==> src/rtl/rr_arb5_pkg.sv <==
// -----------------------------------------------------------------------------
// rr_arb5_pkg
// Shared definitions for the 5-way round-robin arbiter controller:
//   NREQ     - number of requesters
//   PTR_W    - width of requester indices (pointer / owner)
//   HOLD_W   - width of the ownership hold counter (covers MAX_HOLD up to 255)
//   state_t  - arbiter state encoding
//   next_idx - modulo-NREQ increment of a requester index
// -----------------------------------------------------------------------------
package rr_arb5_pkg;

    localparam int NREQ   = 5;
    localparam int PTR_W  = 3;
    localparam int HOLD_W = 8;

    typedef logic [PTR_W-1:0]  idx_t;
    typedef logic [HOLD_W-1:0] hold_t;

    typedef enum logic {
        ST_IDLE = 1'b0,
        ST_BUSY = 1'b1
    } state_t;

    // Step a requester index upward, wrapping from the last requester to 0.
    function automatic idx_t next_idx(input idx_t i);
        return (i == idx_t'(NREQ - 1)) ? idx_t'(0) : idx_t'(i + idx_t'(1));
    endfunction

endpackage

==> src/rtl/onehot5_check.sv <==
// -----------------------------------------------------------------------------
// onehot5_check
// Purely combinational "exactly one bit set" detector for a 5-bit vector.
// Ports:
//   vec     in  [4:0]  vector under test
//   one_hot out        1 when exactly one bit of vec is set
// -----------------------------------------------------------------------------
module onehot5_check
    import rr_arb5_pkg::*;
(
    input  logic [NREQ-1:0] vec,
    output logic            one_hot
);

    // Clearing the lowest set bit leaves zero only for single-bit vectors.
    always_comb begin
        one_hot = (vec != '0) && ((vec & (vec - NREQ'(1))) == '0);
    end

endmodule

==> src/rtl/rr_arb5_ctrl.sv <==
// -----------------------------------------------------------------------------
// rr_arb5_ctrl
// Five-requester round-robin arbiter with bounded ownership.
// A requester keeps the grant while it holds its request, up to MAX_HOLD
// consecutive cycles; it is then forcibly released with a timeout pulse.
// Every release is followed by one idle cycle, and the search pointer moves
// to the requester after the previous owner so it drops to lowest priority.
// Ports:
//   clk     in        rising-edge clock
//   rst_n   in        asynchronous active-low reset
//   req     in  [4:0] request per requester, held while in use
//   grant   out [4:0] registered one-hot grant, zero when idle
//   owner   out [2:0] registered index of the granted requester, 0 when idle
//   busy    out       registered OR of grant
//   timeout out       registered one-cycle pulse on forced release
//   err     out       registered sticky flag: grant seen non-zero, not one-hot
// -----------------------------------------------------------------------------
module rr_arb5_ctrl
    import rr_arb5_pkg::*;
#(
    parameter int MAX_HOLD = 16
)(
    input  logic             clk,
    input  logic             rst_n,
    input  logic [NREQ-1:0]  req,
    output logic [NREQ-1:0]  grant,
    output logic [PTR_W-1:0] owner,
    output logic             busy,
    output logic             timeout,
    output logic             err
);

    localparam hold_t HOLD_LAST = hold_t'(MAX_HOLD - 1);

    state_t state;
    idx_t   ptr;
    hold_t  hold_cnt;

    idx_t   win_idx;
    logic   win_found;
    logic   grant_one_hot;

    // Round-robin winner: first set request scanning upward from ptr.
    always_comb begin
        idx_t cand;
        // NOTE: every combinational output gets a default before any branch,
        // otherwise paths that skip an assignment would infer latches.
        win_idx   = '0;
        win_found = 1'b0;
        cand      = ptr;
        for (int k = 0; k < NREQ; k++) begin
            if (!win_found && req[cand]) begin
                win_idx   = cand;
                win_found = 1'b1;
            end
            cand = next_idx(cand);
        end
    end

    onehot5_check u_onehot (
        .vec     (grant),
        .one_hot (grant_one_hot)
    );

    // NOTE: sequential state uses non-blocking assignments so every register
    // samples pre-edge values, independent of statement order.
    always_ff @(posedge clk or negedge rst_n) begin
        if (!rst_n) begin
            state    <= ST_IDLE;
            ptr      <= '0;
            hold_cnt <= '0;
            grant    <= '0;
            owner    <= '0;
            busy     <= 1'b0;
            timeout  <= 1'b0;
            err      <= 1'b0;
        end else begin
            timeout <= 1'b0;
            if ((grant != '0) && !grant_one_hot) begin
                err <= 1'b1;
            end

            case (state)
                ST_IDLE: begin
                    if (win_found) begin
                        state    <= ST_BUSY;
                        grant    <= NREQ'(1) << win_idx;
                        owner    <= win_idx;
                        busy     <= 1'b1;
                        hold_cnt <= '0;
                    end
                end

                ST_BUSY: begin
                    if (!req[owner] || (hold_cnt == HOLD_LAST)) begin
                        // Release: the owner goes to the back of the queue.
                        state    <= ST_IDLE;
                        grant    <= '0;
                        owner    <= '0;
                        busy     <= 1'b0;
                        hold_cnt <= '0;
                        ptr      <= next_idx(owner);
                        timeout  <= req[owner];
                    end else begin
                        hold_cnt <= hold_cnt + hold_t'(1);
                    end
                end

                default: begin
                    state <= ST_IDLE;
                end
            endcase
        end
    end

endmodule

==> config.mk <==
export PLATFORM = sky130hd
export DESIGN_NAME = rr_arb5_ctrl
export DESIGN_NICKNAME = d
export VERILOG_FILES = /design/src/rtl/rr_arb5_pkg.sv /design/src/rtl/onehot5_check.sv /design/src/rtl/rr_arb5_ctrl.sv
export SDC_FILE = /design/constraint.sdc
export NUM_CORES = 1
export LEC_CHECK = 0
export ABC_AREA = 1
export CORE_MARGIN = 5
export CORE_UTILIZATION = 45
export CTS_BUF_LIST = sky130_fd_sc_hd__clkbuf_4 sky130_fd_sc_hd__clkbuf_8
export DETAILED_ROUTE_END_ITERATION = 10
export PLACE_DENSITY_LB_ADDON = 0.2
export SYNTH_ARGS = -nofsm -noshare
export SYNTH_HDL_FRONTEND = slang
export SYNTH_HIERARCHICAL = 1
export SYNTH_SLANG_ARGS = --single-unit
==> constraint.sdc <==
create_clock -name clk -period 5 [get_ports clk]
set_input_delay 1.5 -clock clk [delete_from_list [all_inputs] [get_ports clk]]
set_output_delay 1.5 -clock clk [all_outputs]
set_load 0.02 [all_outputs]
### Word-level counts from Yosys, hierarchy flattened

Index checks and enable logic that the tools add are counted.

| word-level totals | value |
|---|---|
| output and inout port bits | 11 |
| logic and storage cells | 93 |
| input bits | 7 |
| flip-flop bits (word level) | 23 |

| operators by class | value |
|---|---|
| multiplexer cells | 44 |
| equality and inequality tests | 8 |
| shift-type cells | 1 |
| $add $sub $neg | 7 |
| $lt $le $gt $ge | 6 |
| bitwise operators | 2 |
| reductions and logical operators | 17 |

Operators with widths:

| cell | count |
|---|---|
| $mux 3 | 12 |
| $lt 3x4->1 const B | 6 |
| $bmux 1 s3 | 6 |
| $mux 1 | 17 |
| $mux 8 | 2 |
| $pmux 8 s2 | 1 |
| $add 3x1->3 const B | 5 |
| $eq 3x3->1 const B | 5 |
| $mux 5 | 2 |
| $pmux 5 s2 | 1 |
| $add 8x1->8 const B | 1 |
| $eq 8x4->1 const B | 1 |
| $logic_and 1x1->1 | 6 |
| $logic_not 1->1 | 6 |
| $pmux 3 s2 | 1 |
| $and 5x5->5 | 1 |
| $logic_not 5->1 | 1 |
| $reduce_bool 5->1 | 1 |
| $shl 1x3->5 const A | 1 |
| $sub 5x1->5 const B | 1 |
| $pmux 1 s2 | 2 |
| $reduce_and 2->1 | 2 |
| $ne 2x1->1 const B | 1 |
| $ne 2x2->1 const B | 1 |
| 2 further kinds | 2 |

### Depth between registers and ports, before layout

Gate-level depths: netlist of run 1.

| logic depth | value |
|---|---|
| depth in word-level cells | 18 |
| gate-level depth with buffers | 22 |
| gate-level depth less buffers | 22 |

### Cells and area by module

Netlist of run 1, hierarchy kept.

Modules (own cells, without submodules):

| module | seq. area each (µm²) | area each (µm²) | times used | cells each |
|---|---|---|---|---|
| rr_arb5_ctrl | 575.6 | 2004.4 | 1 | 270 |
| onehot5_check | 0.0 | 55.1 | 1 | 12 |

### Worst setup path before layout of run 1

Ideal clock, no wire load.

| path | value |
|---|---|
| kind | input to register |
| start point | input req[2] |
| end point | register grant[0] |
| setup slack | 2193 ps |
| setup time | 117 ps |
| arrival | 2690 ps |
| stages on the path | 14 |
| cells stage by stage | inv_1 nand2_1 nand3_1 nand3_1 nand2_1 nand2_1 a21oi_4 nand2_4 nor2_8 nand3_4 nand2_4 nor2_1 nand3_1 nand2_1 |

| on the way | value |
|---|---|
| longest elaborated chain between the ends | 18 |

RTL lines:

| what | line | RTL |
|---|---|---|
| from (decl) | rr_arb5_ctrl.sv:25 | `input logic [NREQ-1:0] req,` |
| $bmux 1 s3 | rr_arb5_ctrl.sv:52 | `if (!win_found && req[cand]) begin` |
| $mux 1 (implied by the code) | rr_arb5_ctrl.sv:52 |  |
| $mux 1 | rr_arb5_ctrl.sv:52 |  |
| $logic_not 1->1 | rr_arb5_ctrl.sv:52 |  |
| $logic_and 1x1->1 | rr_arb5_ctrl.sv:52 |  |
| $mux 1 | rr_arb5_ctrl.sv:52 |  |
| $logic_not 1->1 | rr_arb5_ctrl.sv:52 |  |
| $logic_and 1x1->1 | rr_arb5_ctrl.sv:52 |  |
| [... 2 more ...] | -- |  |
| $logic_and 1x1->1 | rr_arb5_ctrl.sv:52 |  |
| $mux 1 | rr_arb5_ctrl.sv:52 |  |
| $logic_not 1->1 | rr_arb5_ctrl.sv:52 |  |
| $logic_and 1x1->1 | rr_arb5_ctrl.sv:52 |  |
| $mux 3 | rr_arb5_ctrl.sv:52 |  |
| $shl 1x3->5 | rr_arb5_ctrl.sv:87 | `grant <= NREQ'(1) << win_idx;` |
| $mux 5 | rr_arb5_ctrl.sv:85 | `if (win_found) begin` |
| $pmux 5 s2 | rr_arb5_ctrl.sv:83 | `case (state)` |
| to (signal assigned) | rr_arb5_ctrl.sv:87 |  |
| to (decl) | rr_arb5_ctrl.sv:26 | `output logic [NREQ-1:0] grant,` |

Several ways; a longest one is shown, not always the timed one. The select of a mux whose other input is x is not followed.
A chain may end at the register's enable or synchronous reset.

### Final worst setup path of run 1

| path | value |
|---|---|
| start point | input req[4] |
| end point | register owner[0] |

| on the way | value |
|---|---|
| longest elaborated chain between the ends | 17 |

RTL lines:

| what | line | RTL |
|---|---|---|
| $bmux 1 s3 | rr_arb5_ctrl.sv:52 |  |
| $mux 1 (implied by the code) | rr_arb5_ctrl.sv:52 |  |
| $mux 1 | rr_arb5_ctrl.sv:52 |  |
| $logic_not 1->1 | rr_arb5_ctrl.sv:52 |  |
| $logic_and 1x1->1 | rr_arb5_ctrl.sv:52 |  |
| $mux 1 | rr_arb5_ctrl.sv:52 |  |
| $logic_not 1->1 | rr_arb5_ctrl.sv:52 |  |
| $logic_and 1x1->1 | rr_arb5_ctrl.sv:52 |  |
| $mux 1 | rr_arb5_ctrl.sv:52 |  |
| $logic_not 1->1 | rr_arb5_ctrl.sv:52 |  |
| $logic_and 1x1->1 | rr_arb5_ctrl.sv:52 |  |
| $mux 1 | rr_arb5_ctrl.sv:52 |  |
| $logic_not 1->1 | rr_arb5_ctrl.sv:52 |  |
| $logic_and 1x1->1 | rr_arb5_ctrl.sv:52 |  |
| $mux 3 or $mux 1 (tied branches) | rr_arb5_ctrl.sv:52 |  |
| $mux 3 or $ne 2x2->1 (tied branches) | -- |  |
| $pmux 3 s2 or $reduce_and 2->1 (tied branches) | -- |  |
| to (signal assigned) | rr_arb5_ctrl.sv:88 | `owner <= win_idx;` |
| to (decl) | rr_arb5_ctrl.sv:27 | `output logic [PTR_W-1:0] owner,` |

Several ways; a longest one is shown, not always the timed one. The select of a mux whose other input is x is not followed.

==> results of run 1 <==
-- state kept, by name (all words and copies together) (netlist names) --
name and count:
hold_cnt 8, grant 5, owner 3, ptr 3, busy 1, err 1, state 1, timeout 1
-- cell type report --
class / instances / area, um2 / share of cell area, %
Multi-Input combinational cell: 220 / 1340 / 57.1
Sequential cell: 23 / 576 / 24.6
Timing Repair Buffer: 17 / 170 / 7.28
Inverter: 38 / 143 / 6.10
Tap cell: 52 / 65.1 / 2.78
Clock buffer: 4 / 48.8 / 2.09
-- per-layer routing --
metal | global-route usage [%] | vias to the layer above
li1 | - | 965
met1 | 23.3 | 849
met2 | 26.0 | 35
met3 | 2.66 | 5
met4 | 3.61 | 0
met5 | 0 | -
-- stage by stage --
| step | cells | hold slack (ns) |
|---|---|---|
| final | 354 | 0.507 |
| after global routing | 354 | 0.537 |
| after CTS | 354 | 0.504 |
| after detailed placement | 350 | 0.474 |
| after global placement | 350 | 0.464 |
| after floorplan | 282 | 0.460 |
-- path summary, 6_finish.rpt --
check / cells after the start / end / slack, ns / from
worst max-delay path: 9 / owner[0] / 1.64 / req[4]
worst min-delay path: 2 / busy / 0.51 / busy
worst max register to register: 21 / grant[2] / 1.92 / ptr[0]
worst min register to register: 2 / busy / 0.51 / busy
max in group asynchronous: 1 / owner[1] / 2.59 / rst_n
min in group asynchronous: 1 / hold_cnt[6] / 1.79 / rst_n
-- synthesized netlist by cell type, types with 4 or more instances --
| cell | number | area share [%] |
|---|---|---|
| nor2_1 | 15 | 2.7 |
| nand3_2 | 4 | 1.9 |
| nor3_1 | 5 | 1.2 |
| nand4_1 | 4 | 1.2 |
| o21ai_0 | 5 | 1.2 |
| o21ai_1 | 5 | 1.2 |
| inv_2 | 6 | 1.1 |
| nand2_2 | 8 | 2.4 |
| nand2_4 | 12 | 6.6 |
| inv_1 | 31 | 5.6 |
| a21oi_1 | 6 | 1.5 |
| nand2_1 | 69 | 13 |
| dfrtp_1 | 23 | 28 |
| ha_1 | 10 | 6.1 |
| nand3_1 | 46 | 11 |
-- logic make-up (layout without fill, tap and decap cells) --
| family | count (synthesis) | after routing |
|---|---|---|
| AND/OR/NAND/NOR | 176 | 176 |
| XOR/XNOR | 6 | 6 |
| flip-flops | 23 | 23 |
| adder cells (fa/ha/maj) | 10 | 10 |
| buffers and inverters | 39 | 59 |
| AO/OA/AOI/OAI | 28 | 28 |
-- tightest hold or removal path: stages, from the launching register on --
cell,delay [ns]
dfrtp_1,0.37
nand2_1,0.06
nand2_1,0.05
==> out/metrics.csv, run 1 <==
stage,metric,value,unit
outcome,status,finished clean,
routing,viasPerCell,5.24,
routing,dr_wl_met2,2140,um
clock_tree,clock-root-buffer,clkbuf_8,
synth,syn_avg_cell_area,7.30,um2
synth,yosysUniqueCellTypes,35,
routing,top_layer_used,met4,
final_layout,area_delta_synth_final,13.5,%
worst_setup_path,slowest_stage,clkdlybuf4s50_1,
sta,fmax,297,MHz
worst_setup_path,end_kind,flop,
worst_setup_path,path_class,in -> reg,
die,core_area,4380,um2
synth,synth-adder-area-share,6.08,%
sta,period_needed,3.36,ns
die,die_x,77.7,um
worst_setup_path,startpoint_type,primary input,
clock_tree,cts_hold_buf,0,
place,place_area,2290,um2
synth,yosys_warnings,6,
final_layout,design_area,2340,um2
synth,synth_top_family_by_area,simple AND/OR/NAND/NOR gates,
synth,synth_xor_xnor_area_share,2.55,%
global_routing,antenna_found_initial,0,
sta,setup_ws,1.64,ns
die,die-area,6030,um2
routing,final_antenna_net_count,0,
clock_tree,clkSlewWorstSetupHoldPaths,0.08,ns
synth,synth_compound_area_share,8.87,%
sta,fin_tns_setup,0,ns
sta,finalMaxSlewViolations,0,
synth,ys_ff_latch,23,
sta,tightest_slew,1.02,ns
global_routing,first_global_vias,1808,
clock_tree,cts_setup_buffers,0,
place,gp_routability_congestion,0.857,
global_routing,grt_max_degree,24,
final_layout,utilization,53.3,%
global_routing,grt_first_pass_wirelength,8240,um
synth,synthFlopType,dfrtp_1,
job,cap_viol_max_count,0,
sta,setup_viol_count_final,0,
die,die_h,77.7,um
die,initial_core_util,47.0,%
clock_tree,post_cts_resized,0,
final_layout,mostFrequentLayoutCell,nand2_1,
sta,relSlewSlack,31.6,%
synth,muxShareOfSynthArea,0,%
routing,drcViolationCount,0,
final_layout,drive_gt1_share,15.9,%
final_layout,mostFrequentLayoutCells,"nand2_1, nand3_1, inv_1, dfrtp_1, clkdlybuf4s50_1",
worst_setup_path,max_stage_delay,0.65,ns
global_routing,grt_usage,16.3,%
routing,first_pass_iters,4,
final_layout,fin_nets,320,
routing,drt-total-wl,4710,um
routing,m1WireLength,2310,um
routing,drtIter0Drc,135,
sta,hold_viol_final,0,
synth,syn_inst,282,
synth,syn_nets,299,
place,place_hpwl,3710,um
clock_tree,h-tree-depth,1,
worst_setup_path,cp.required,5.20,ns
clock_tree,cts_tree,yes,
die,ios,18,
synth,synthSimpleGateAreaFrac,47.4,%
clock_tree,cts_buffers,3,
worst_setup_path,cp_max_fo,7,
sta,period_share,67.2,%
die,rows,24,
routing,routed-wl-met3,218,um
worst_setup_path,worstPathArrival,3.56,ns
synth,synth_edf_count,0,
sta,skew,0.00212,ns
clock_tree,cts.path.max_buffers,2,
worst_setup_path,cp_common_cell,inv_1,
routing,drt-wirelength-per-cell,13.3,um
worst_setup_path,worstPathCellList,"clkdlybuf4s50_1, inv_1, o41ai_1, nand2_1, inv_1, nor2_1, inv_1, nand2_4, o21ai_2",
place,port_buffers,17,
final_layout,diodes,0,
synth,yosysSeqAreaShare,27.9,%
worst_setup_path,worstPathBufferInverterCount,4,
clock_tree,cts_sinks,23,
place,dpl_worst_slack,1.38,ns
synth,synth-async-reset-ratio,100,%
sta,rsz0062_at_grt,no,
synth,netlist_area,2060,um2
worst_setup_path,cpLargestDelayFamily,buffers and inverters,
clock_tree,insertion_delay,0.26,ns
final_layout,num-fill-cells,436,
routing,vias,1854,
worst_hold_path,hold_class,reg -> reg,
global_routing,grt-ovfl-total,0,
Power of run 1 is not shown: default switching activity piles up to over one toggle a cycle in this logic, so the estimate is an artifact.
==> run 2, diff against run 1 <==
clock period = 3.05 ns   (was 5 ns; I/O delays follow)
==> run 2 against run 1 <==
  * Worst hold slack worse by 0.0072 ns
  * Global-route usage up 0.31 points
  * Clock skew up 0.0010 ns
  * Die area unchanged
  * Final area up 4.1%
  * First-iteration DRC count down 17%
  * Routed wire length about the same
  * Utilization up 2.2 points
  * Via count up 2.6%
  * Sequential share of layout area down 0.92 points
  * Final cell count up 3.1%
  * Largest cell class unchanged
==> out/metrics.csv, run 2 (synthesized netlist as in run 1, its figures left out) <==
stage,metric,value,unit,change
final_layout,area_delta_synth_final,18.2,%,
global_routing,first_global_vias,1835,,+1.5%
worst_setup_path,path_class,reg -> reg,,
routing,drt-total-wl,4710,um,about the same
routing,m1WireLength,2360,um,+2.0%
die,die_h,77.7,um,unchanged
sta,finalMaxSlewViolations,0,,unchanged
routing,first_pass_iters,4,,unchanged
worst_setup_path,ff2ff_path_depth,19,,-9.5%
worst_setup_path,worstSetupStartpoint,ptr[0],,
clock_tree,cts_sinks,23,,unchanged
worst_setup_path,max_stage_delay,0.40,ns,-0.25 ns
final_layout,regMostFlops,hold_cnt,,
routing,viasPerCell,5.21,,-0.45%
sta,rsz0062_at_grt,yes,,
routing,top_layer_used,met4,,
routing,drcViolationCount,0,,unchanged
routing,drtIter0Drc,112,,-17%
clock_tree,clkSlewWorstSetupHoldPaths,0.08,ns,about the same
worst_hold_path,hold_class,reg -> reg,,
routing,vias,1903,,+2.6%
final_layout,fin_nets,331,,+3.4%
place,place_hpwl,3740,um,+0.78%
final_layout,mostFrequentLayoutCells,"nand2_1, nand3_1, inv_1, dfrtp_1, clkdlybuf4s50_1",,
worst_setup_path,cp_max_fo,9,,+2
die,rows,24,,unchanged
sta,hold_viol_final,0,,unchanged
clock_tree,cts.path.max_buffers,2,,unchanged
die,die_x,77.7,um,unchanged
routing,routed-wl-met3,89,um,-59%
worst_setup_path,startpoint_type,flop,,
global_routing,grt_usage,16.6,%,+0.31 points
routing,final_antenna_net_count,0,,unchanged
place,gp_routability_congestion,0.870,,+1.5%
die,ios,18,,unchanged
die,core_area,4380,um2,unchanged
place,dpl_worst_slack,0.0905,ns,-1.29 ns
clock_tree,cts_tree,yes,,
global_routing,grt_max_degree,24,,unchanged
sta,tightest_slew,0.496,ns,-0.527 ns
place,port_buffers,17,,unchanged
global_routing,grt-ovfl-total,0,,unchanged
final_layout,mostFrequentLayoutCell,nand2_1,,
clock_tree,cts_buffers,3,,unchanged
sta,period_needed,2.82,ns,
clock_tree,cts_hold_buf,0,,unchanged
outcome,status,finished clean,,
worst_setup_path,cp.required,3.21,ns,-1.99 ns
worst_setup_path,slowest_stage,dfrtp_2,,
worst_setup_path,r2r_slack,0.23,ns,-1.69 ns
worst_setup_path,endpoint,grant[0],,
sta,fin_tns_setup,0,ns,unchanged
routing,drt-wirelength-per-cell,12.9,um,-3.1%
clock_tree,clock-root-buffer,clkbuf_8,,
routing,dr_wl_met2,2240,um,+4.8%
final_layout,diodes,0,,unchanged
sta,setup_viol_count_final,0,,unchanged
final_layout,largestRegisters,"hold_cnt (8), grant (5)",,
sta,setup_ws,0.225,ns,-1.41 ns
global_routing,antenna_found_initial,0,,unchanged
sta,skew,0.00315,ns,+0.00104 ns
job,cap_viol_max_count,0,,unchanged
worst_setup_path,end_kind,flop,,
clock_tree,h-tree-depth,1,,unchanged
global_routing,grt_first_pass_wirelength,8490,um,+3.1%
final_layout,drive_gt1_share,19.8,%,+3.9 points
final_layout,utilization,55.5,%,+2.2 points
worst_setup_path,r2r_start,ptr[0],,
worst_setup_path,worstPathArrival,2.98,ns,-0.58 ns
clock_tree,insertion_delay,0.26,ns,about the same
worst_setup_path,worstPathCellList,"inv_2, ha_1, inv_1, ha_1, inv_1, ha_1, buf_4, nand2_4, nand2_4, nand2_1, nand3_1, nand3_1, nand2_4, nor2_8, nand3_4, nand2_4, nor2_1, nand3_1, nand2_1",,
sta,period_share,92.6,%,
die,initial_core_util,47.0,%,unchanged
sta,fmax,354,MHz,
die,die-area,6030,um2,unchanged
worst_setup_path,timing.rr.end,grant[0],,
final_layout,largest_register_ffs,8,,unchanged
worst_setup_path,cp_common_cell,nand2_4,,
sta,relSlewSlack,66.7,%,+35 points
-- run 2: stage by stage --
step / area, um2 / hold slack, ns / cells
final: 2430 / 0.500 / 365
after global routing: 2430 / 0.557 / 365
after CTS: 2400 / 0.505 / 363
after detailed placement: 2360 / 0.480 / 359
after global placement: 2360 / 0.464 / 359
after floorplan: 2060 / 0.460 / 282
-- run 2: final cells by class --
cell class / instances / area [um2]
Clock buffer: 3 / 41.3
Inverter: 38 / 143
Sequential cell: 23 / 577
Clock inverter: 1 / 5.00
Multi-Input combinational cell: 220 / 1350
Fill cell: 425 / 1950
Timing Repair Buffer: 28 / 253
Tap cell: 52 / 65.1
-- run 2: routing by layer --
metal	vias up	GRT usage [%]
met5	-	0
met4	0	3.09
met3	2	1.97
met2	19	27.8
met1	886	23.3
li1	996	-
-- run 2: how the worst min path moves through the flow --
stage,from,end,slack [ns],cells after the start
finish,busy,busy,0.50,2
global route,err,err,0.56,1
CTS,busy,busy,0.51,2
detailed placement,busy,busy,0.48,2
global placement,err,err,0.46,1
floorplan,state,hold_cnt[1],0.46,1
-- run 2: worst max-delay path, delay by kind of cell (launching register included) --
| family | cells | cell delay [ns] |
|---|---|---|
| buffers and inverters | 4 | 0.36 |
| and+or+nand+nor | 12 | 1.10 |
| adders and majority gates | 3 | 0.85 |
| DFF | 1 | 0.40 |
-- run 2: timing repair --
action,CTS,global route
setup endpoints to repair,0,15
gates resized for setup,0,5
buffers inserted,0,2
Power of run 2 is left out for the same reason.
